==> config.mk <==
export PLATFORM = sky130hd
export DESIGN_NAME = fp_align_seq
export DESIGN_NICKNAME = d
export VERILOG_FILES = /design/src/rtl/fp_align_seq.sv
export SDC_FILE = /design/constraint.sdc
export NUM_CORES = 1
export LEC_CHECK = 0
export BUFFER_PORTS_ARGS = -buffer_cell sky130_fd_sc_hd__buf_4
export CAP_MARGIN = 10
export CORE_AREA = 2 2 100 140
export CTS_CLUSTER_SIZE = 28
export DETAILED_ROUTE_END_ITERATION = 16
export DIE_AREA = 0 0 102 142
export GPL_TIMING_DRIVEN = 0
export PLACE_DENSITY = 0.87
export SYNTH_ARGS = -nofsm -noshare
export SYNTH_HDL_FRONTEND = slang
export SYNTH_SLANG_ARGS = --single-unit
==> constraint.sdc <==
create_clock -name clk -period 3.65 [get_ports clk]
set_clock_uncertainty 0.15 [all_clocks]
set_input_delay 0.73 -clock clk [delete_from_list [all_inputs] [get_ports clk]]
set_output_delay 0.73 -clock clk [all_outputs]
set_load 0.005 [all_outputs]
==> src/rtl/fp_align_seq.sv <==
// fp_align_seq: exponent compare and mantissa alignment sequencer that feeds
// the significand adder of the binary32 adder.
// One operand pair at a time: IDLE -> CMP -> SHIFT* -> DONE -> IDLE.
// Optional build macro FP_ALIGN_FAST_SHIFT_EN: while 4 or more shift steps
// remain, SHIFT moves the mantissa by 4 bits per cycle instead of 1. Results
// are the same in both builds; only the latency changes.

// Magnitude comparator for two 8-bit unsigned values.
module comp8 (
  input  logic [7:0] a,
  input  logic [7:0] b,
  output logic       a_gt_b,
  output logic       a_lt_b
);
  assign a_gt_b = (a > b);
  assign a_lt_b = (a < b);
endmodule

module fp_align_seq #(
  parameter int SHIFT_CAP = 27  // largest shift applied; at most 255 is meaningful
) (
  input  logic        clk,
  input  logic        rst,
  input  logic        in_valid,
  output logic        in_ready,
  input  logic [31:0] a,
  input  logic [31:0] b,
  output logic        out_valid,
  input  logic        out_ready,
  output logic [7:0]  out_exp,
  output logic [26:0] out_big_man,
  output logic [26:0] out_small_man,
  output logic        out_big_sign,
  output logic        out_small_sign,
  output logic        out_swap
);

  localparam int RW = $clog2(SHIFT_CAP + 1);
  localparam logic [RW-1:0] CAP_W = RW'(SHIFT_CAP);

  typedef enum logic [1:0] {
    S_IDLE  = 2'd0,
    S_CMP   = 2'd1,
    S_SHIFT = 2'd2,
    S_DONE  = 2'd3
  } state_t;

  state_t state_reg, state_next;

  logic [31:0]   a_reg, b_reg;
  logic [RW-1:0] remaining_reg;
  logic [7:0]    exp_reg;
  logic [26:0]   big_man_reg, small_man_reg;
  logic          big_sign_reg, small_sign_reg, swap_reg;

  logic [7:0]    exp_a_eff, exp_b_eff, abs_diff;
  logic [26:0]   man_a, man_b;
  logic          a_gt_b, a_lt_b;
  logic [RW-1:0] shift_k;
  logic [26:0]   shifted_man;
  logic [RW-1:0] rem_after;

  // Effective exponent and full mantissa of each latched operand; a zero
  // exponent field means subnormal (exponent 1, hidden bit 0).
  always_comb begin
    exp_a_eff = (a_reg[30:23] == 8'd0) ? 8'd1 : a_reg[30:23];
    exp_b_eff = (b_reg[30:23] == 8'd0) ? 8'd1 : b_reg[30:23];
    man_a     = {(a_reg[30:23] != 8'd0), a_reg[22:0], 3'b000};
    man_b     = {(b_reg[30:23] != 8'd0), b_reg[22:0], 3'b000};
  end

  comp8 u_comp8 (
    .a      (exp_a_eff),
    .b      (exp_b_eff),
    .a_gt_b (a_gt_b),
    .a_lt_b (a_lt_b)
  );

  // Exponent difference, saturated to the shift cap.
  always_comb begin
    abs_diff = a_gt_b ? (exp_a_eff - exp_b_eff) : (exp_b_eff - exp_a_eff);
    shift_k  = (32'(abs_diff) > SHIFT_CAP) ? CAP_W : RW'(abs_diff);
  end

  // One shift step of the small mantissa, folding discarded bits into bit 0.
  always_comb begin
    shifted_man    = {1'b0, small_man_reg[26:1]};
    shifted_man[0] = small_man_reg[1] | small_man_reg[0];
    rem_after      = remaining_reg - RW'(1);
`ifdef FP_ALIGN_FAST_SHIFT_EN
    if (remaining_reg >= RW'(4)) begin
      shifted_man    = {4'b0000, small_man_reg[26:4]};
      shifted_man[0] = |small_man_reg[4:0];
      rem_after      = remaining_reg - RW'(4);
    end
`endif
  end

  // State register.
  always_ff @(posedge clk) begin
    if (rst) state_reg <= S_IDLE;
    else     state_reg <= state_next;
  end

  // Next-state logic.
  always_comb begin
    state_next = state_reg;
    unique case (state_reg)
      S_IDLE:  if (in_valid)              state_next = S_CMP;
      S_CMP:   state_next = (shift_k != '0) ? S_SHIFT : S_DONE;
      S_SHIFT: if (rem_after == '0)       state_next = S_DONE;
      S_DONE:  if (out_ready)             state_next = S_IDLE;
      default: state_next = S_IDLE;
    endcase
  end

  // Handshake outputs decoded from the state.
  always_comb begin
    in_ready  = (state_reg == S_IDLE);
    out_valid = (state_reg == S_DONE);
  end

  // Operand capture, compare/select and the shifting datapath.
  always_ff @(posedge clk) begin
    if (rst) begin
      a_reg          <= '0;
      b_reg          <= '0;
      remaining_reg  <= '0;
      exp_reg        <= '0;
      big_man_reg    <= '0;
      small_man_reg  <= '0;
      big_sign_reg   <= 1'b0;
      small_sign_reg <= 1'b0;
      swap_reg       <= 1'b0;
    end else begin
      unique case (state_reg)
        S_IDLE: begin
          if (in_valid) begin
            a_reg <= a;
            b_reg <= b;
          end
        end
        S_CMP: begin
          // Equal exponents keep A as the larger operand.
          swap_reg       <= a_lt_b;
          exp_reg        <= a_lt_b ? exp_b_eff : exp_a_eff;
          big_man_reg    <= a_lt_b ? man_b : man_a;
          small_man_reg  <= a_lt_b ? man_a : man_b;
          big_sign_reg   <= a_lt_b ? b_reg[31] : a_reg[31];
          small_sign_reg <= a_lt_b ? a_reg[31] : b_reg[31];
          remaining_reg  <= shift_k;
        end
        S_SHIFT: begin
          small_man_reg <= shifted_man;
          remaining_reg <= rem_after;
        end
        default: ;
      endcase
    end
  end

  assign out_exp        = exp_reg;
  assign out_big_man    = big_man_reg;
  assign out_small_man  = small_man_reg;
  assign out_big_sign   = big_sign_reg;
  assign out_small_sign = small_sign_reg;
  assign out_swap       = swap_reg;

endmodule
# Word-level counts from Yosys, hierarchy flattened

Cells that the tools add are included.

Flip-flop bits (word level): 136
Latch bits: 0
Memory bits (writable): 0
Bits in read-only memories: 0
Output and inout port bits: 67
Memories: 0

$add $sub $neg: 3
Multipliers: 0
Div/mod/pow operators: 0
Order comparisons: 3
Equal/unequal tests: 6
Shift-type cells: 0
Muxes and demuxes: 16
Bitwise operators: 1
Reductions and logical operators: 10

Operators with widths:

| cell                                                                            | count |
|---|---|
| 27-bit 2-to-1 mux                                                               | 2 |
| 27-bit case mux with 2 select lines                                             | 1 |
| 8-bit 2-to-1 mux                                                                | 4 |
| 8-bit zero test                                                                 | 2 |
| 8-bit nonzero test                                                              | 2 |
| 8-bit subtractor                                                                | 2 |
| 5-bit case mux with 2 select lines                                              | 1 |
| 8-bit by 5-bit greater-than comparator with 1-bit output, second input constant | 1 |
| 8-bit greater-than comparator                                                   | 1 |
| 8-bit < comparator                                                              | 1 |
| 2-bit case mux with 4 select lines                                              | 1 |
| 2-bit 2-to-1 mux                                                                | 3 |
| 5-bit zero test                                                                 | 1 |
| 5-bit 2-to-1 mux                                                                | 1 |
| 5-bit nonzero test                                                              | 1 |
| 5-bit by 1-bit subtractor with 5-bit output, second input constant              | 1 |
| 2-bit == test, second input constant                                            | 2 |
| 2-bit inequality test, second input constant                                    | 2 |
| 1-bit 2-to-1 mux                                                                | 3 |
| 3-bit AND reduction                                                             | 1 |
| 2-bit by 1-bit == test with 1-bit output, second input constant                 | 1 |
| 2-bit zero test                                                                 | 1 |
| 2-bit by 1-bit inequality test with 1-bit output, second input constant         | 1 |
| 2-bit AND reduction                                                             | 1 |
| other kinds (2)                                                                 | 2 |

# Longest topological paths before layout

Depth in word-level cells: 9
Mapped depth: 17
Gate-level depth less buffers: 16

# Hierarchy

Synthesis repeated with hierarchy kept, for this count alone.

Cells, all modules: 815
Area, all modules: 6597.6 µm²

Modules (own cells, without submodules):

| module       | instances | cells an instance | area an instance (µm²) | sequential area each (µm²) |
|---|---|---|---|---|
| fp_align_seq | 1         | 786               | 6386.1                 | 2662.6 |
| comp8        | 1         | 29                | 211.5                  | 0.0 |

# Least setup slack after synthesis

OpenSTA, ideal clock, no wires.

Path kind: flip-flop to flip-flop
From: register a_reg[27]
To: register remaining_reg[0]
Arrival: 3.216 ns
Path slack: 0.180 ns
Cell stages (with the launch flop): 15
Period minus slack after synthesis: 3.470 ns
Cells stage by stage: dfxtp_1 or4_1 nor2_1 nor2_1 ha_1 inv_1 fa_1 a21o_1 a21oi_2 o31a_1 a211oi_4 mux2i_1 xnor2_2 a31oi_1 a2111oi_2

Cells in the longest elaborated chain, start to end: 7
Elaborated cells between the ends (all ways): 9

RTL lines:

| what                                                              | RTL line | source |
|---|---|---|
| start: declaration                                                | 50       | `logic [31:0] a_reg, b_reg;` |
| start signal: assignment                                          | 126      | `a_reg <= '0;` |
| start signal: assignment                                          | 139      | `a_reg <= a;` |
| 8-bit zero test                                                   | 66       | `exp_a_eff = (a_reg[30:23] == 8'd0) ? 8'd1 : a_reg[30:23];` |
| 8-bit 2-to-1 mux (*)                                              | 66       |  |
| 8-bit subtractor or 8-bit greater-than comparator (tied branches) | 81, 15   |  |
| 8-bit 2-to-1 mux (*)                                              | 81       | `abs_diff = a_gt_b ? (exp_a_eff - exp_b_eff) : (exp_b_eff - exp_a_eff);` |
| 8-bit by 5-bit greater-than comparator with 1-bit output          | 82       | `shift_k = (32'(abs_diff) > SHIFT_CAP) ? CAP_W : RW'(abs_diff);` |
| 5-bit 2-to-1 mux (*)                                              | 82       |  |
| 5-bit case mux with 2 select lines (*)                            | 136      | `unique case (state_reg)` |
| end signal: assignment                                            | 151      | `remaining_reg <= shift_k;` |
| end signal: assignment                                            | 155      | `remaining_reg <= rem_after;` |
| end: declaration                                                  | 51       | `logic [RW-1:0] remaining_reg;` |

Every way passes the cells marked *; elsewhere a longest branch is shown, timed or not.
A chain may end at the register's enable or synchronous reset.

# Final worst setup path

From: register a_reg[28]
To: register remaining_reg[1]

The elaborated chain is that of the path after synthesis.

==> reports/metrics.csv <==
metric;value;unit
tritoncts;built;
yosysUniqueCellTypes;50;
dr.pass1.iters;8;
io_pins;135;
cp_top_family;compound AO/OA/AOI/OAI gates;
cts_made_buffers;17;
setup_viol_count_final;25;
n_fill_cell;955;
regArea;2680;um2
fp.dieH;142;um
worstHoldPathType;flop to flop;
clock-sinks;133;
cts-root-buf;clkbuf_16;
core;13300;um2
worstMarginPinSlew;0.772;ns
worstHoldEndpoint;a_reg[12];
startpoint_type;flop;
num_vias;7144;
initial_core_util;49.0;%
overflow;0;
violations;setup timing;
reg2reg_to;remaining_reg[1];
dp.final_hpwl;14.6;mm
synth_top_area_cell;dfxtp_1;
grt_usage;30.2;%
relSlewSlack;48.5;%
antenna_found_initial;0;
drc;0;
ctsLongestPathBuffers;2;
yosys_most_used_dff;dfxtp_1;
die_area;14500;um2
period_share;112;%
reg2reg_from;a_reg[28];
hold_path_startpoint;a_reg[12];
ys_seq_area_share;41.0;%
synth.top_cell.area_share;41.0;%
synth-edff-count;0;
crit_top_cell;nor2_4;
synth_seq_cells;133;
cp.buffers_inverters;2;
slowest_stage;or4_4;
routedWlPerCell;20.0;um
yosysMostFrequentCell;nand2_1;
drive_above_1_share;27.3;%
n_antenna_cell;0;
synthTopCellsByArea;dfxtp_1 (41%), mux2i_1 (12%), nand2_1 (11%), a21oi_1 (6.1%), nor2_1 (4.3%);
p_total;9.08;mW
drv_cap;0;
gp_congestion;0.901;
hold_viol_final;0;
rsz0062_at_grt;yes;
drt-initial-drc-count;684;
netlist_area;6490;um2
p_leak;3.80;nW
setup_slack;-0.438;ns
portBuffers;130;
r2r_cells;15;
synth_common_cells;nand2_1 (182), dfxtp_1 (133), a21oi_1 (79), mux2i_1 (78), nor2_1 (74);
required;3.79;ns
cp_max_fo;5;
hold_slack;0.320;ns
whs_path_depth;2;
final_nets;1111;
synth.avg_cell_area;7.97;um2
slew_violations;0;
clk_latency;0.43;ns
clk_pin_slew_worst_paths;0.07;ns
multi_input_area;3750;um2
synthCells;815;
grt_pass1_wl;33.7;mm
fin_crit;4.09;ns
die_w;102;um
crit_arrival;4.22;ns
avgViaCountPerCell;5.88;
crit_chain;or4_4 -> nor2_4 -> nor2_4 -> ha_4 -> inv_2 -> fa_2 -> a21o_1 -> a21oi_2 -> o31a_1 -> a211oi_4 -> mux2i_1 -> xnor2_1 -> buf_4 -> a31oi_4 -> a311oi_1;
endpoint_kind;flop;
wl;24.3;mm
irDropWorstVdd;0.505;mV
htreeDepth;4;
row_count;50;
power_density;988;nW/um2
worstSetupPathType;flop to flop;
async_flop_share;0;%
synth_warnings;0;
area_delta_synth_final;41.6;%
max_freq;245;MHz
grt_max_degree;17;
ant_nets;0;
grt_pass1_vias;6774;
rrSetupSlack;-0.44;ns
cp_slowest_stage_delay;0.55;ns
outcome;finished, violations left;
## power by group
| part | switching (mW) | internal [mW] |
|---|---|---|
| logic | 2.71 | 2.36 |
| clock network | 0.668 | 1.16 |
| registers | 0.365 | 1.82 |
| total | 3.74 | 5.34 |
## cell usage in the layout, fill, tap and decap left out, types with 3 or more instances in the layout
master / Yosys / final
buf_4: 3 / 182
nand2_1: 182 / 180
dfxtp_1: 133 / 126
a21oi_1: 79 / 79
nor2_1: 74 / 69
mux2i_1: 78 / 64
clkbuf_1: 59 / 60
inv_1: 32 / 30
a211oi_1: 24 / 24
ha_1: 21 / 20
clkbuf_16: 0 / 19
o21ai_1: 1 / 17
o21ai_0: 37 / 13
mux2i_4: 0 / 9
o21ai_2: 0 / 7
a311oi_1: 11 / 7
nand3_1: 6 / 6
nor3_1: 6 / 6
mux2i_2: 0 / 5
nor2b_1: 5 / 5
dfxtp_2: 0 / 5
nor2_4: 0 / 4
a21o_1: 4 / 4
buf_12: 0 / 4
buf_1: 4 / 4
xnor2_1: 4 / 4
clkinvlp_4: 0 / 4
a311oi_2: 0 / 4
clkinv_2: 0 / 4
bufinv_16: 0 / 4
or4_4: 0 / 3
conb_1: 1 / 3
clkinv_4: 0 / 3
buf_6: 0 / 3
## per-stage QoR
| stage | util (%) | std cells | instance area [um2] | setup slack (ns) | setup TNS [ns] |
|---|---|---|---|---|---|
| 6_report | 69.3 | 1215 | 9190 | -0.438 | -1.98 |
| 5_1_grt | 69.3 | 1215 | 9190 | -0.401 | -4.54 |
| 4_1_cts | 65.7 | 1197 | 8720 | -0.0171 | -0.0171 |
| 3_5_place_dp | 58.1 | 1129 | 7700 | -0.353 | -11.48 |
| 3_3_place_gp | 58.1 | 1129 | 7700 | -0.333 | -9.43 |
| 2_1_floorplan | - | 817 | 6500 | 0.180 | 0 |
## worst max-delay path by stage
| stage | from | endpoint | slack [ns] | cells past startpoint |
|---|---|---|---|---|
| after detailed placement | a_reg[27] | out_swap | -0.35 | 14 |
| after global placement | a_reg[27] | out_swap | -0.33 | 14 |
| final | a_reg[28] | remaining_reg[1] | -0.44 | 15 |
| after global routing | a_reg[28] | remaining_reg[1] | -0.40 | 13 |
| after floorplan | a_reg[27] | remaining_reg[0] | 0.18 | 14 |
| after CTS | a_reg[23] | remaining_reg[0] | -0.02 | 15 |
## cells by family (layout without fill, tap and decap cells)
logic type	after synthesis	in the layout	synth area share [%]
AOI/OAI and AO/OA	180	180	17.1
and+or+nand+nor	287	287	17.7
other	1	3	0.0577
muxes	78	78	12.0
adders and majority gates	23	23	4.66
buffers and inverters	106	322	6.44
DFF	133	133	41.0
xor gates and xnor gates	7	7	1.06
## worst reg2reg max path, stage by stage, from the launching register on
cell and delay (ns):
dfxtp_2 0.35, or4_4 0.55, nor2_4 0.19, nor2_4 0.07, ha_4 0.16, inv_2 0.05
fa_2 0.22, a21o_1 0.14, a21oi_2 0.07, o31a_1 0.33, a211oi_4 0.45, mux2i_1 0.29
xnor2_1 0.16, buf_4 0.17, a31oi_4 0.11, a311oi_1 0.50
## layout make-up
class,instances,area share (%)
Tap cell,182,2.48
Sequential cell,133,29.1
Buffer,73,3.74
Timing Repair inverter,1,0.0817
Multi-Input combinational cell,578,40.8
Clock buffer,19,4.82
Timing Repair Buffer,183,15.6
Clock inverter,13,1.97
Inverter,33,1.39
## per-layer routing
metal / GRT usage, % / up-vias / part of all wire, %
met5: 0 / - / 0
met4: 20.4 / 0 / 8.5
li1: - / 3167 / -
met3: 6.24 / 186 / 7.3
met2: 52.3 / 492 / 50
met1: 32.5 / 3299 / 34
## timing repair
action,CTS,global route
endpoints found under the setup margin,65,36
resized for setup,33,86
pin swaps,12,29
hold buffers,0,0
setup buffers,36,17
endpoints found under the hold margin,0,0
cloned,0,3
Note: power is estimated with default switching activity, not from simulation.
